`src/rtl/sync_cal_pkg.sv`:
```
// Shared calibration constants and FSM state encoding for the coax sync-pulse
// transmitter and the far-end phase histogrammer.
package sync_cal_pkg;

    typedef enum logic [1:0] {
        S_IDLE  = 2'd0,
        S_QUIET = 2'd1,
        S_BURST = 2'd2,
        S_TAIL  = 2'd3
    } cal_state_e;

    localparam int CAL_NCH     = 16;
    localparam int CAL_PERIOD  = 4;
    localparam int CAL_NPULSES = 54;
    localparam int CAL_QUIET   = 250;
    localparam int CAL_TAIL    = 200;

    // Full peer window length: quiet lead-in, pulse burst, quiet tail.
    localparam int CAL_WINDOW  = CAL_QUIET + CAL_NPULSES * CAL_PERIOD + CAL_TAIL;

endpackage

```
`src/rtl/sync_pulse_tx_if.sv`:
```
// Host-side signal bundle of the sync pulse transmitter: request, trigger path,
// per-channel burst configuration and status.
interface sync_pulse_tx_if #(
    parameter int NCH = 16,
    parameter int PB  = 2
);
    logic              start;
    logic [NCH-1:0]    trig_in;
    logic [NCH-1:0]    ch_mask;
    logic [NCH*PB-1:0] ch_phase;
    logic [NCH-1:0]    coax_out;
    logic              cal_active;
    logic              done;

    modport master (
        output start, trig_in, ch_mask, ch_phase,
        input  coax_out, cal_active, done
    );

    modport slave (
        input  start, trig_in, ch_mask, ch_phase,
        output coax_out, cal_active, done
    );
endinterface

```
`src/rtl/sync_pulse_tx.sv`:
```
// Coax timing-calibration transmitter: forwards triggers when idle, otherwise
// emits a quiet/burst/tail window of phase-binned sync pulses.
// Optional build macro AUTO_CAL_EN adds a free-running periodic auto-start.
module sync_pulse_tx
    import sync_cal_pkg::*;
#(
    parameter int NCH     = CAL_NCH,
    parameter int PERIOD  = CAL_PERIOD,
    parameter int NPULSES = CAL_NPULSES,
    parameter int QUIET   = CAL_QUIET,
    parameter int TAIL    = CAL_TAIL
) (
    input  logic           clk_adc,
    input  logic           reset,
    sync_pulse_tx_if.slave bus
);

    localparam int PB    = $clog2(PERIOD);
    localparam int TMAX  = (QUIET > TAIL) ? QUIET : TAIL;
    localparam int CW    = $clog2(TMAX + 1);
    localparam int PNW   = $clog2(NPULSES + 1);

    localparam logic [1:0] ST_IDLE  = S_IDLE;
    localparam logic [1:0] ST_QUIET = S_QUIET;
    localparam logic [1:0] ST_BURST = S_BURST;
    localparam logic [1:0] ST_TAIL  = S_TAIL;

    logic [1:0]        state;
    logic [CW-1:0]     tick_cnt;
    logic [PB-1:0]     sc;
    logic [PNW-1:0]    pn;
    logic [NCH-1:0]    mask_l;
    logic [NCH*PB-1:0] phase_l;
    logic [NCH-1:0]    hit;
    logic [NCH-1:0]    coax_q;
    logic              cal_active_q;
    logic              done_q;
    logic              start_any;

`ifdef AUTO_CAL_EN
    logic [27:0] auto_cnt;

    // Auto-start fires for the single tick bit 27 is set; it is dropped unless IDLE.
    always_ff @(posedge clk_adc) begin
        if (reset) begin
            auto_cnt <= '0;
        end else if (auto_cnt[27]) begin
            auto_cnt <= '0;
        end else begin
            auto_cnt <= auto_cnt + 28'd1;
        end
    end

    assign start_any = bus.start | auto_cnt[27];
`else
    assign start_any = bus.start;
`endif

    for (genvar j = 0; j < NCH; j++) begin : g_ch
        assign hit[j] = mask_l[j] && (sc == phase_l[PB*j +: PB]);
    end

    // Burst configuration is captured once at launch so host changes mid-window are inert.
    always_ff @(posedge clk_adc) begin
        if (state == ST_IDLE && start_any) begin
            mask_l  <= bus.ch_mask;
            phase_l <= bus.ch_phase;
        end
    end

    always_ff @(posedge clk_adc) begin
        if (reset) begin
            state        <= ST_IDLE;
            tick_cnt     <= '0;
            sc           <= '0;
            pn           <= '0;
            coax_q       <= '0;
            cal_active_q <= 1'b0;
            done_q       <= 1'b0;
        end else begin
            done_q <= 1'b0;
            case (state)
                ST_IDLE: begin
                    coax_q <= bus.trig_in;
                    if (start_any) begin
                        state        <= ST_QUIET;
                        tick_cnt     <= '0;
                        cal_active_q <= 1'b1;
                    end
                end
                ST_QUIET: begin
                    coax_q <= '0;
                    if (tick_cnt == CW'(QUIET - 1)) begin
                        state    <= ST_BURST;
                        tick_cnt <= '0;
                        sc       <= '0;
                        pn       <= '0;
                    end else begin
                        tick_cnt <= tick_cnt + CW'(1);
                    end
                end
                ST_BURST: begin
                    // PERIOD is a power of two, so sc wraps naturally at its width.
                    coax_q <= hit;
                    sc     <= sc + PB'(1);
                    if (sc == PB'(PERIOD - 1)) begin
                        if (pn == PNW'(NPULSES - 1)) begin
                            state    <= ST_TAIL;
                            tick_cnt <= '0;
                        end else begin
                            pn <= pn + PNW'(1);
                        end
                    end
                end
                ST_TAIL: begin
                    coax_q <= '0;
                    if (tick_cnt == CW'(TAIL - 1)) begin
                        state        <= ST_IDLE;
                        tick_cnt     <= '0;
                        done_q       <= 1'b1;
                        cal_active_q <= 1'b0;
                    end else begin
                        tick_cnt <= tick_cnt + CW'(1);
                    end
                end
                default: begin
                    state  <= ST_IDLE;
                    coax_q <= '0;
                end
            endcase
        end
    end

    assign bus.coax_out   = coax_q;
    assign bus.cal_active = cal_active_q;
    assign bus.done       = done_q;

endmodule

```
`src/flat_wrapper.sv`:
```
// flat-port wrapper written by rule: the top's interface ports become plain ports
module sync_pulse_tx_flat import sync_cal_pkg::*;
#(
    parameter int NCH     = CAL_NCH,
    parameter int PERIOD  = CAL_PERIOD,
    parameter int NPULSES = CAL_NPULSES,
    parameter int QUIET   = CAL_QUIET,
    parameter int TAIL    = CAL_TAIL
)
  (clk_adc, reset, bus_start, bus_trig_in, bus_ch_mask, bus_ch_phase, bus_coax_out, bus_cal_active, bus_done);
  sync_pulse_tx_if #(.NCH(NCH), .PB(2)) bus_i ();
  input  logic clk_adc;
  input  logic reset;
  input wire logic [$bits(bus_i.start)-1:0] bus_start;
  input wire logic [$bits(bus_i.trig_in)-1:0] bus_trig_in;
  input wire logic [$bits(bus_i.ch_mask)-1:0] bus_ch_mask;
  input wire logic [$bits(bus_i.ch_phase)-1:0] bus_ch_phase;
  output wire logic [$bits(bus_i.coax_out)-1:0] bus_coax_out;
  output wire logic [$bits(bus_i.cal_active)-1:0] bus_cal_active;
  output wire logic [$bits(bus_i.done)-1:0] bus_done;
  assign bus_i.start = bus_start;
  assign bus_i.trig_in = bus_trig_in;
  assign bus_i.ch_mask = bus_ch_mask;
  assign bus_i.ch_phase = bus_ch_phase;
  assign bus_coax_out = bus_i.coax_out;
  assign bus_cal_active = bus_i.cal_active;
  assign bus_done = bus_i.done;
  sync_pulse_tx #(.NCH(NCH), .PERIOD(PERIOD), .NPULSES(NPULSES), .QUIET(QUIET), .TAIL(TAIL)) u_core (.clk_adc(clk_adc), .reset(reset), .bus(bus_i));
endmodule
```
`config.mk`:
```
export PLATFORM = sky130hd
export DESIGN_NAME = sync_pulse_tx_flat
export DESIGN_NICKNAME = d
export VERILOG_FILES = /design/src/rtl/sync_cal_pkg.sv /design/src/rtl/sync_pulse_tx_if.sv /design/src/rtl/sync_pulse_tx.sv /design/src/flat_wrapper.sv
export SDC_FILE = /design/constraint.sdc
export NUM_CORES = 1
export LEC_CHECK = 0
export BUFFER_PORTS_ARGS = -buffer_cell sky130_fd_sc_hd__buf_2
export CORE_MARGIN = 2
export CORE_UTILIZATION = 25
export DETAILED_ROUTE_END_ITERATION = 12
export GPL_TIMING_DRIVEN = 0
export SLEW_MARGIN = 0
export SYNTH_ARGS = -nofsm -noshare
export SYNTH_HDL_FRONTEND = slang
export SYNTH_SLANG_ARGS = --single-unit
```
`constraint.sdc`:
```
create_clock -name clk_adc -period 2.94 [get_ports clk_adc]
set_input_delay 0.294 -clock clk_adc [delete_from_list [all_inputs] [get_ports clk_adc]]
set_output_delay 0.294 -clock clk_adc [all_outputs]
set_load 0.02 [all_outputs]
```
Yosys cells after proc, flatten, opt, wreduce, memory -nomap -nowiden
Index checks and enable logic that the tools add are counted.
{"block": "totals", "regBits": 84, "in_bits": 67, "wordCells": 92}
{"block": "classes", "addsub": 3, "n_eq_ne": 29, "mux": 23, "bitwise_logic": 1, "reduce_logical": 27}
{"cell": "$pmux W16 S3", "count": 1}
{"cell": "$mux W8", "count": 5}
{"cell": "$eq A2 B2 Y1", "count": 16}
{"cell": "$pmux W8 S4", "count": 1}
{"cell": "$mux W6", "count": 3}
{"cell": "$logic_and A1 B1 Y1", "count": 17}
{"cell": "$eq A8 B8 Y1 const B", "count": 2}
{"cell": "$mux W2", "count": 6}
{"cell": "$pmux W6 S2", "count": 1}
{"cell": "$add A8 B1 Y8 const B", "count": 1}
{"cell": "$ne A2 B1 Y1 const B", "count": 4}
{"cell": "$pmux W2 S4", "count": 1}
{"cell": "$add A6 B1 Y6 const B", "count": 1}
{"cell": "$eq A2 B2 Y1 const B", "count": 3}
{"cell": "$eq A6 B6 Y1 const B", "count": 1}
{"cell": "$reduce_and A3 Y1", "count": 2}
{"cell": "$reduce_and A5 Y1", "count": 1}
{"cell": "$ne A2 B2 Y1 const B", "count": 2}
{"cell": "$pmux W2 S2", "count": 1}
{"cell": "$reduce_and A4 Y1", "count": 1}
{"cell": "$reduce_bool A2 Y1", "count": 2}
{"cell": "$reduce_or A2 Y1", "count": 2}
{"cell": "$mux W1", "count": 3}
{"cell": "$add A2 B1 Y2 const B", "count": 1}
{"cell": "other kinds (5)", "count": 5}

Depth between registers and ports, before layout
{"block": "depth", "depth_word": 4, "depth_mapped": 7}

Least setup slack after synthesis
OpenSTA, ideal clock, no wires.
{"block": "synth_path", "kind": "flip-flop to flip-flop", "from": "register u_core.state[0]", "to": "register u_core.mask_l[0] (enable)", "arrival_ns": 2.016, "required_ns": 2.529, "slack_ns": 0.513, "path_stages_with_launch": 5, "n_path_buf": 1, "cell_sequence": "dfxtp_1 > inv_1 > ha_1 > clkbuf_1 > and2_1"}
{"block": "synth_between", "elab_chain_len": 2}
{"item": "from (decl)", "line_no": "sync_pulse_tx.sv:28", "source": "logic [1:0] state;"}
{"item": "from (signal assigned)", "line_no": "sync_pulse_tx.sv:73", "source": "state <= ST_IDLE;"}
{"item": "from (signal assigned)", "line_no": "sync_pulse_tx.sv:86", "source": "state <= ST_QUIET;"}
{"item": "from (signal assigned)", "line_no": "sync_pulse_tx.sv:94", "source": "state <= ST_BURST;"}
{"item": "$logic_not A2 Y1", "line_no": "sync_pulse_tx.sv:65", "source": "if (state == ST_IDLE && start_any) begin"}
{"item": "$logic_and A1 B1 Y1", "line_no": "sync_pulse_tx.sv:65"}
{"item": "to (signal assigned)", "line_no": "sync_pulse_tx.sv:66", "source": "mask_l <= bus.ch_mask;"}
{"item": "to (decl)", "line_no": "sync_pulse_tx.sv:32", "source": "logic [NCH-1:0] mask_l;"}
Every way passes these cells.
A chain may end at the register's enable or synchronous reset.

Worst setup path after layout
{"block": "layout_path", "from": "register u_core.state[1]", "to": "register u_core.coax_q[8], in the netlist u_core.bus.coax_out[8]"}
{"block": "layout_between", "elab_chain_len": 3}
{"item": "$eq A2 B1 Y1 / $eq A2 B2 Y1 (equally long branches)", "line_no": "sync_pulse_tx.sv:82", "source": "case (state)"}
{"item": "$reduce_or A2 Y1 (no source line)"}
{"item": "$pmux W16 S3 (*)", "line_no": "sync_pulse_tx.sv:82"}
{"item": "to (signal assigned)", "line_no": "sync_pulse_tx.sv:84", "source": "coax_q <= bus.trig_in;"}
{"item": "to (signal assigned)", "line_no": "sync_pulse_tx.sv:104", "source": "coax_q <= hit;"}
{"item": "to (decl)", "line_no": "sync_pulse_tx.sv:35", "source": "logic [NCH-1:0] coax_q;"}
Every way passes the cells marked *; elsewhere a longest branch is shown, timed or not.

==> summary by stage <==
Global route
Entering global routing, the biggest net connects 40 pins. For this run, the total global-route usage over all layers was measured as 0.117. The initial antenna violation count is 0. The number of global-route vias before repair came to 2763.

The total overflow left after global routing is 0. The first-pass GRT wire length is 13.8 mm.

Logic synthesis
In this run the mean area of a mapped cell was 11.8 um2. Of the post-synthesis cell area, the part taken by muxes is 0.00278. The most common flop cell mapped by yosys is sky130_fd_sc_hd__edfxtp_1. Of all cell types, the one taking the most synthesized area is sky130_fd_sc_hd__edfxtp_1.

After synthesis, the largest family of logic cells by area is compound AO/OA/AOI/OAI gates. The number of synthesis warnings is 0. Of the total synthesized cell area, the portion taken by AND, OR, NAND and NOR gates is 0.124. The gate count of the mapped netlist is 305. The synthesized cell area is 3590 um2. Of the total synthesized cell area, the portion taken by XOR and XNOR cells is 0.0780.

The number of enable-type register cells in the synthesized netlist is 48. The number of synthesized register bits is 84. In this run, distinct cell masters in the synthesized netlist total 48. By area the synthesized netlist is led by sky130_fd_sc_hd__edfxtp_1, sky130_fd_sc_hd__dfxtp_1, sky130_fd_sc_hd__xnor2_1.

The sequential cell area fraction in the yosys report is 0.601. The synthesized-area fraction occupied by ao, oa, aoi and oai cells is 0.133. The share of the synthesized area in the top cell type is 0.401. The share of flip-flops with an asynchronous set or reset is 0. Of the total synthesized cell area, the portion taken by full adders, half adders and majority gates is 0.0313.

The post-synthesis net count is 381.

Worst setup path
The worst endpoint data arrival time is 2740 ps. The required time at the endpoint of the critical path is 3180 ps. Of all nets on the critical path, the largest fanout is 10. STA classifies the critical path endpoint as a flop. The kind of start point of the critical path is a flop. The critical path start-end classification is flop to flop.

Power
The static leakage is 1.73 nW. The power density over the cells is 879 nW/um2. The maximum vdd drop is 0.393 mV. Summing internal, switching and leakage power gives 4.09 mW.

Detailed routing
The count of nets left with antenna violations once routing finished came out at 0. The detailed router finished its first iteration with 133 violations. After detailed routing, the wire length on met1 is 3.89 mm. The aggregate routed wire length is 8.67 mm.

The routed wire length on met2 is 4.20 mm. After detailed routing, the number of remaining DRC violations is 0. The post-detailed-route wirelength per cell is 14.8 um.

The routed layout has 2714 vias. The number of detailed-route iterations in the first pass is 4. The highest layer used for signal routing is met4.

Detailed routing placed a total of 483 um of wire on met3. After detailed routing, the number of vias per cell comes to 4.64.

Min path
The worst min-delay path category is primary input to flop.

STA
At the pin with the least slew margin, the transition time is 844 ps. Setup repair after global routing left no endpoint under its margin. Clock skew on the completed layout was measured at 11.8 ps. The tightest slew margin relative to the limit is 0.437.

The final setup violation count is 0. The hold violation count in the final report came to 0. Final hold analysis gives a worst-case slack of 129 ps.

The max-slew violation count is 0. The final critical-path required period is 2500 ps. The final clock period utilization by the worst path is 0.849.

The highest achievable clock rate is 401 MHz.

CTS
The cts-stage hold buffer count is 0. The clock latency reported for the late side of the worst-skew pair is 340 ps. TritonCTS built the clock tree.

CTS placed an instance of sky130_fd_sc_hd__clkbuf_16 at the clock tree root. The depth of the CTS H-tree is 3. The maximum clock path buffer count is 2. Gates resized during post-CTS repair numbered 0. The clock sink count is 84.

Once the clock tree was built, the setup fixing pass inserted 0 buffers. The TritonCTS buffer count is 9. The clock-pin slew reported for the worst setup and hold paths after clock tree synthesis is 70 ps.

Place
The number of input and output port buffers inserted is 83. The routability congestion estimate is 0.828. The number of placed instances, taps included, is 569. The detailed placement HPWL is 6.06 mm.

Outcome
The flow ran to the end, and the final reports show no timing, DRC or antenna violations.

Die
The core region area is 14000 um2. The die covers 15400 um2. The effective utilization at floorplan is 0.257. The I/O pin count is 85. The overall die width is 124 um.

The placement row count is 43. The y dimension of the die is 124 um.

Layout
The library cells used most frequently in the layout, excluding fill and tap cells, are sky130_fd_sc_hd__buf_2, sky130_fd_sc_hd__edfxtp_1, sky130_fd_sc_hd__dfxtp_1. After the last flow step, the layout net total stands at 476. Once layout is complete, the cells apart from fillers number 585. In the final layout, the share of cells above drive strength 1 is 0.264. The diode insertion count for antenna repair is 0. The most common cell after layout, fill and taps aside is sky130_fd_sc_hd__buf_2.

The layout-stage area growth over the synthesis result is 29.3%.

Run
The number of violations of the max-capacitance limit is 0.
-- kinds of logic (layout without fill, tap and decap cells) --
| group | count (synthesis) | in the layout |
|---|---|---|
| adder cells (fa/ha/maj) | 9 | 9 |
| flip-flops | 84 | 84 |
| AO/OA/AOI/OAI | 71 | 71 |
| buffers and inverters | 26 | 126 |
| multiplexers | 1 | 1 |
| XOR/XNOR | 32 | 32 |
| AND/OR/NAND/NOR | 82 | 82 |
-- per-stage QoR --
step	setup WS (ps)	setup TNS, ps	utilization	cell area, um2
2_1_floorplan	513	0	-	3590
3_3_place_gp	-346	-16610	0.303	4240
3_5_place_dp	381	0	0.304	4260
4_1_cts	374	0	0.332	4650
5_1_grt	195	0	0.332	4650
6_report	445	0	0.332	4650
-- worst paths after layout --
check,start,end,slack [ps],cells after the start
worst max-delay path,u_core.state[1],u_core.bus.coax_out[8],440,7
worst min-delay path,bus_ch_mask[0],u_core.mask_l[0],130,1
worst max register to register,u_core.state[1],u_core.bus.coax_out[8],440,7
worst min register to register,u_core.bus.cal_active,u_core.bus.cal_active,510,2
-- metal layers --
layer | vias up | GRT usage
met5 | - | 0
met4 | 0 | 0.0379
met3 | 7 | 0.0316
met2 | 86 | 0.199
met1 | 1290 | 0.145
li1 | 1331 | -
-- cells in the mapped netlist, drive strengths merged (2+ instances only) --
| cell | instances |
|---|---|
| o21bai | 2 |
| o21ai | 8 |
| nand4 | 21 |
| o211ai | 2 |
| a2111oi | 2 |
| a31oi | 6 |
| nor2 | 9 |
| nand2b | 5 |
| xnor2 | 32 |
| nor2b | 2 |
| a21boi | 4 |
| buf | 6 |
| nand3 | 4 |
| o31ai | 3 |
| ha | 9 |
| o21a | 2 |
| clkbuf | 12 |
| o2111ai | 2 |
| edfxtp | 48 |
| a2111o | 2 |
| and3 | 2 |
| o41ai | 2 |
| a211o | 2 |
| a21oi | 26 |
| inv | 8 |
| nand2 | 22 |
| or4 | 6 |
| dfxtp | 36 |
| nor4 | 4 |
| and2 | 2 |
-- worst max-delay path, stage by stage (launching register included) --
cell                       delay [ps]
sky130_fd_sc_hd__dfxtp_1          400
sky130_fd_sc_hd__inv_1             80
sky130_fd_sc_hd__ha_1             200
sky130_fd_sc_hd__clkbuf_1         280
sky130_fd_sc_hd__nor2_1           560
sky130_fd_sc_hd__clkbuf_1         510
sky130_fd_sc_hd__nand4_1          150
sky130_fd_sc_hd__a21oi_1          220
-- registers in the layout, summed over array words and instances, names as in the netlist --
register,cells
u_core.pn,6
u_core.mask_l,16
u_core.sc,2
u_core.bus.cal_active,1
u_core.state,2
u_core.phase_l,32
u_core.tick_cnt,8
u_core.bus.done,1
u_core.bus.coax_out,16
-- final cells by class --
cell class / instances / area (um2)
Timing Repair Buffer: 84 / 435
Buffer: 18 / 76.3
Inverter: 8 / 30.0
Clock buffer: 11 / 264
Clock inverter: 5 / 129
Tap cell: 180 / 225
Sequential cell: 84 / 2160
Fill cell: 1424 / 9340
Multi-Input combinational cell: 195 / 1330
-- where the power goes --
group	switching [mW]	total [mW]	leakage [nW]	internal, mW
combinational	0.651	1.01	0.783	0.357
sequential	0.0953	1.62	0.753	1.53
clock	0.465	1.46	0.191	0.993
(Power assumes the default switching activity.)
